## config.mk

```make
export PLATFORM = sky130hd
export DESIGN_NAME = mulf_pipe
export DESIGN_NICKNAME = d
export VERILOG_FILES = /design/src/rtl/mulf_pipe.sv
export SDC_FILE = /design/constraint.sdc
export NUM_CORES = 1
export LEC_CHECK = 0
export ABC_AREA = 1
export BUFFER_PORTS_ARGS = -buffer_cell sky130_fd_sc_hd__buf_2
export CAP_MARGIN = 20
export CORE_MARGIN = 5
export CORE_UTILIZATION = 60
export DETAILED_ROUTE_END_ITERATION = 6
export PLACE_DENSITY = 0.81
export SYNTH_ARGS = -nofsm -noshare
export SYNTH_HDL_FRONTEND = slang
export SYNTH_SLANG_ARGS = --single-unit
export TNS_END_PERCENT = 10
```

## constraint.sdc

```tcl
create_clock -name clk -period 4.9 [get_ports clk]
set_input_delay 0 -clock clk [delete_from_list [all_inputs] [get_ports clk]]
set_output_delay 0 -clock clk [all_outputs]
set_load 0.01 [all_outputs]
```

## src/rtl/mulf_pipe.sv

```systemverilog
// Pipelined sign/exponent/mantissa multiplier; operands accepted on edge N give out_valid after edge N+3.
// Backpressure: a held output (out_valid && !out_ready) freezes every stage and drops in_ready.
module mulf_pipe #(
  parameter int EXP_W = 8,
  parameter int MAN_W = 7,
  parameter int ROUND = 1,
  parameter int TAG_W = 6
) (
  input  logic                   clk,
  input  logic                   reset,
  input  logic                   in_valid,
  output logic                   in_ready,
  input  logic [EXP_W+MAN_W:0]   in_a,
  input  logic [EXP_W+MAN_W:0]   in_b,
  input  logic [TAG_W-1:0]       in_tag,
  output logic                   out_valid,
  input  logic                   out_ready,
  output logic [EXP_W+MAN_W:0]   out_p,
  output logic [TAG_W-1:0]       out_tag,
  output logic                   out_ovf,
  output logic                   out_unf
);

  localparam int W  = 1 + EXP_W + MAN_W;
  localparam int MW = MAN_W + 1;
  localparam int PW = 2 * MW;
  localparam int EW = EXP_W + 2;

  localparam logic signed [EW-1:0] BIAS     = EW'((1 << (EXP_W - 1)) - 1);
  localparam logic signed [EW-1:0] EXP_MAX  = EW'((1 << EXP_W) - 1);
  localparam logic signed [EW-1:0] EXP_ZERO = '0;
  localparam logic [EXP_W-1:0]     EXP_FIN  = EXP_W'((1 << EXP_W) - 2);

  logic stall;
  logic s1_vld, s2_vld, s3_vld, so_vld;

  // Stage 1: decode
  logic                   s1_sign, s1_zero;
  logic signed [EW-1:0]   s1_exp;
  logic [MW-1:0]          s1_ma, s1_mb;
  logic [TAG_W-1:0]       s1_tag;

  // Stage 2: mantissa product
  logic                   s2_sign, s2_zero;
  logic signed [EW-1:0]   s2_exp;
  logic [PW-1:0]          s2_prod;
  logic [TAG_W-1:0]       s2_tag;

  // Stage 3: normalized and rounded
  logic                   s3_sign, s3_zero;
  logic signed [EW-1:0]   s3_exp;
  logic [MAN_W-1:0]       s3_frac;
  logic [TAG_W-1:0]       s3_tag;

  logic [EXP_W-1:0] ea, eb;
  assign ea = in_a[W-2 -: EXP_W];
  assign eb = in_b[W-2 -: EXP_W];

  assign stall     = so_vld && !out_ready;
  assign in_ready  = !stall;
  assign out_valid = so_vld;

  // Normalize / round from the registered product
  logic [PW-1:0]         norm;
  logic [MAN_W-1:0]      frac_t, frac_r;
  logic                  guard, sticky, rnd, carry;
  logic signed [EW-1:0]  exp_n;

  always_comb begin
    norm   = s2_prod[PW-1] ? s2_prod : (s2_prod << 1);
    frac_t = norm[PW-2 -: MAN_W];
    guard  = norm[MAN_W];
    sticky = |norm[MAN_W-1:0];
    rnd    = (ROUND != 0) && guard && (sticky || frac_t[0]);
    {carry, frac_r} = {1'b0, frac_t} + {{MAN_W{1'b0}}, rnd};
    exp_n  = s2_exp + $signed({{(EW-1){1'b0}}, s2_prod[PW-1]})
                    + $signed({{(EW-1){1'b0}}, carry});
  end

  // Exception handling on the rounded result
  logic [W-1:0] res_p;
  logic         res_ovf, res_unf;

  always_comb begin
    res_p   = '0;
    res_ovf = 1'b0;
    res_unf = 1'b0;
    if (s3_zero) begin
      res_p = '0;
    end else if (s3_exp <= EXP_ZERO) begin
      res_unf = 1'b1;
    end else if (s3_exp >= EXP_MAX) begin
      res_p   = {s3_sign, EXP_FIN, {MAN_W{1'b1}}};
      res_ovf = 1'b1;
    end else begin
      res_p = {s3_sign, s3_exp[EXP_W-1:0], s3_frac};
    end
  end

  always_ff @(posedge clk) begin
    if (reset) begin
      s1_vld  <= 1'b0;
      s2_vld  <= 1'b0;
      s3_vld  <= 1'b0;
      so_vld  <= 1'b0;
      out_p   <= '0;
      out_tag <= '0;
      out_ovf <= 1'b0;
      out_unf <= 1'b0;
    end else if (!stall) begin
      s1_vld  <= in_valid;
      s2_vld  <= s1_vld;
      s3_vld  <= s2_vld;
      so_vld  <= s3_vld;
      out_p   <= res_p;
      out_tag <= s3_tag;
      out_ovf <= res_ovf;
      out_unf <= res_unf;
    end
  end

  // Datapath registers need no reset: valid bits qualify them.
  always_ff @(posedge clk) begin
    if (!stall) begin
      s1_sign <= in_a[W-1] ^ in_b[W-1];
      s1_zero <= (ea == '0) || (eb == '0);
      s1_exp  <= $signed({2'b00, ea}) + $signed({2'b00, eb}) - BIAS;
      s1_ma   <= {1'b1, in_a[MAN_W-1:0]};
      s1_mb   <= {1'b1, in_b[MAN_W-1:0]};
      s1_tag  <= in_tag;

      s2_sign <= s1_sign;
      s2_zero <= s1_zero;
      s2_exp  <= s1_exp;
      s2_prod <= PW'(s1_ma) * PW'(s1_mb);
      s2_tag  <= s1_tag;

      s3_sign <= s2_sign;
      s3_zero <= s2_zero;
      s3_exp  <= exp_n;
      s3_frac <= frac_r;
      s3_tag  <= s2_tag;
    end
  end

endmodule

```

==> out/metrics.yaml <==
synthesis:
  synth.most_common_cell: "inv_1"
  synth-seq-area-share_pct: 46.5
  syn-mean-instance-area_um2: 9.63
  synthTopCellsByCount: "165 x inv_1, 147 x nand2_1, 91 x edfxtp_1"
  syn_inst: 736
  synth_fp_nets: 868
  synth_top_area_share_pct: 38.5
  syn_area_mm2: 0.00709
  synthArstFlopShare_pct: 0
  yosysWarningCount: 0
  ys_top_cells_by_area: "edfxtp_1 39%, fa_1 11%, ha_1 9.2%, inv_1 8.7%, dfxtp_1 7.9%"
  synth_edf_count: 91
  ys_types: 32
  synth_top_area_cell: "edfxtp_1"
  ys.flop_type: "edfxtp_1"
  synth-seq-cells: 119
place:
  place.gp.congestion: 0.870
  dp_hpwl_mm: 9.85
  dp_cells: 930
  port_buffers: 67
  dpl_cell_area_mm2: 0.00754
  pre_cts_ws_ns: 0.661
min_path:
  hp-start: "in_b[8]"
  holdPathEnd: "s1_exp[1]"
  min_path_cells: 3
  hold_class: "in2reg"
detailed_routing:
  drt_wl_total_mm: 14.0
  drt-pass1-iter-count: 6
  first_iter_violations: 302
  drcViolationCount: 0
  vias: 5068
  wl_per_cell_um: 14.1
  viasPerCell: 5.12
  ant_nets: 0
global_route:
  grt_pass1_vias: 5157
  antenna_found_initial: 0
  track_usage_pct: 20.5
  grt_pass1_wl_mm: 23.2
  grt_overflow: 0
  grt_max_degree: 69
cts:
  cts.clk_slew.worst_paths_ns: 0.06
  insertion_delay_ns: 0.42
  root_buffer: "clkbuf_16"
  post_cts_buffers: 0
  htreeDepth: 4
  numCtsBuffers: 17
  clockBufferDepth: 2
  ctsResizeCount: 0
  cts_sinks: 119
  cts_tree: "yes"
critical_path:
  required_ns: 5.06
  rrSetupSlack_ns: 0.63
  cp_max_fo: 8
  start_kind: "flip-flop"
  crit_path_end_kind: "flip-flop"
  crit_type: "reg2reg"
  reg2regPathDepth: 16
  reg2reg_from: "s1_ma[1]"
  r2r-end: "s2_prod[12]"
  crit_arrival_ns: 4.43
die:
  start_util_pct: 61.6
  io_pins: 68
  core-area_mm2: 0.0115
  dieWidth_um: 119
  die_h_um: 119
  rows: 39
  die_area_mm2: 0.0141
sta:
  finalMaxSlewViolations: 0
  tns_ns: 0
  setup_viol: 0
  post-route-min-period_ns: 4.27
  fin_worst_skew_ns: 0.00839
  worst_slack_ns: 0.631
  tightest_slew_ns: 0.671
  fmax_mhz: 234
  rsz0062_at_grt: "false"
  finalCritPeriodShare_pct: 87.1
  hold_violations: 0
  relSlewSlack_pct: 55.2
pwr:
  powerDensity_mw_per_mm2: 494
  p_leak_nw: 4.27
  ir_worst_vdd_v: 0.000365
finish:
  num-nets-final: 966
  area_delta_synth_final_pct: 18.4
  final_cell_area_mm2: 0.00839
  drive_gt1_share_pct: 13.9
  num_antenna_cells: 0
  stdcell_count: 990
flow_run:
  max_cap_viol_count: 0
run_status:
  status: "finished, final reports clean"
## worst max path at each step
stage / from / slack (ns) / to / depth (start not counted)
final: s1_ma[1] / 0.63 / s2_prod[12] / 16
after global routing: s1_mb[6] / 0.39 / s2_prod[12] / 17
after CTS: s1_ma[1] / 0.65 / s2_prod[12] / 17
after detailed placement: s1_ma[1] / 0.66 / s2_prod[12] / 16
after global placement: s1_ma[3] / 0.73 / s2_prod[12] / 17
after floorplan: s1_ma[1] / 0.96 / s2_prod[13] / 16
## through the flow
stage / total power, mW / util [%] / hold slack (ns)
global route: 4.47 / 72.9 / 0.0348
finish: 4.15 / 72.9 / 0.0468
global placement: 2.92 / 65.5 / 0.177
floorplan: 2.65 / - / 0.0989
CTS: 4.15 / 72.6 / 0.0241
detailed placement: 2.97 / 65.5 / 0.179
## final cells by class
cell class              count  area [um2]
flip-flops and latches    119        3290
repair buffers             97         648
well taps                 143         179
clock buffers              19         443
clock inverters            13         114
fillers                   809        3120
multi-input cells         432        3090
inverters                 167         628
## metal layers
layer,vias to the layer above,global-route usage [%],part of all wire [%]
li1,2543,-,-
met1,2386,23.4,40
met2,115,37.2,53
met3,24,4.49,4.6
met4,0,8.11,1.9
met5,-,0,0
## cell families (layout without fill, tap and decap cells)
group / Yosys count / after routing / share of synthesized area, %
compound gates: 65 / 65 / 5.12
xor+xnor: 27 / 27 / 3.44
fa+ha+maj: 90 / 90 / 19.9
buf+inv: 185 / 296 / 10.0
flops: 119 / 119 / 46.5
simple gates: 250 / 250 / 15.1
## sequential cells by signal, summed over array words and instances (netlist names), 6 cells and up
register and count:
s3_tag 6, out_tag 6, s3_frac 7, s3_exp 10
s1_exp 10, s1_tag 6, s2_prod 16, s2_exp 10
s1_ma 7, s1_mb 7, out_p 16, s2_tag 6
## critical path, cell delays in order (launching register included)
cell and delay, ns:
edfxtp_1 0.54, nand2_1 0.12, inv_1 0.06, fa_1 0.50
inv_1 0.06, fa_1 0.53, inv_1 0.06, fa_1 0.53
inv_1 0.05, fa_1 0.53, inv_1 0.04, ha_1 0.35
nand2_1 0.11, o21ai_0 0.24, nand2_1 0.13, nand4_1 0.10
nand2_1 0.08
## repair_timing
item,CTS,global route
hold buffers,27,0
setup endpoints to repair,0,0
endpoints found under the hold margin,23,0
## layout by cell type, fill, tap and decap left out, drive strengths merged, types with 7 or more instances in the layout
master	netlist	final
nand4	7	7
fa	38	38
edfxtp	91	91
clkbuf	10	19
inv	167	173
nor2	33	33
ha	52	52
nand2	148	148
xor2	19	19
xnor2	8	8
dfxtp	28	28
buf	8	70
a21oi	40	40
o21ai	15	15
nand3	52	52
dlygate4sd3	0	27
## power breakdown
group	leakage [nW]	total, mW	switching [mW]	internal, mW
sequential	1.20	1.53	0.130	1.40
combinational	2.80	1.46	0.875	0.582
clock	0.261	1.16	0.486	0.674
(Power assumes the default switching activity.)
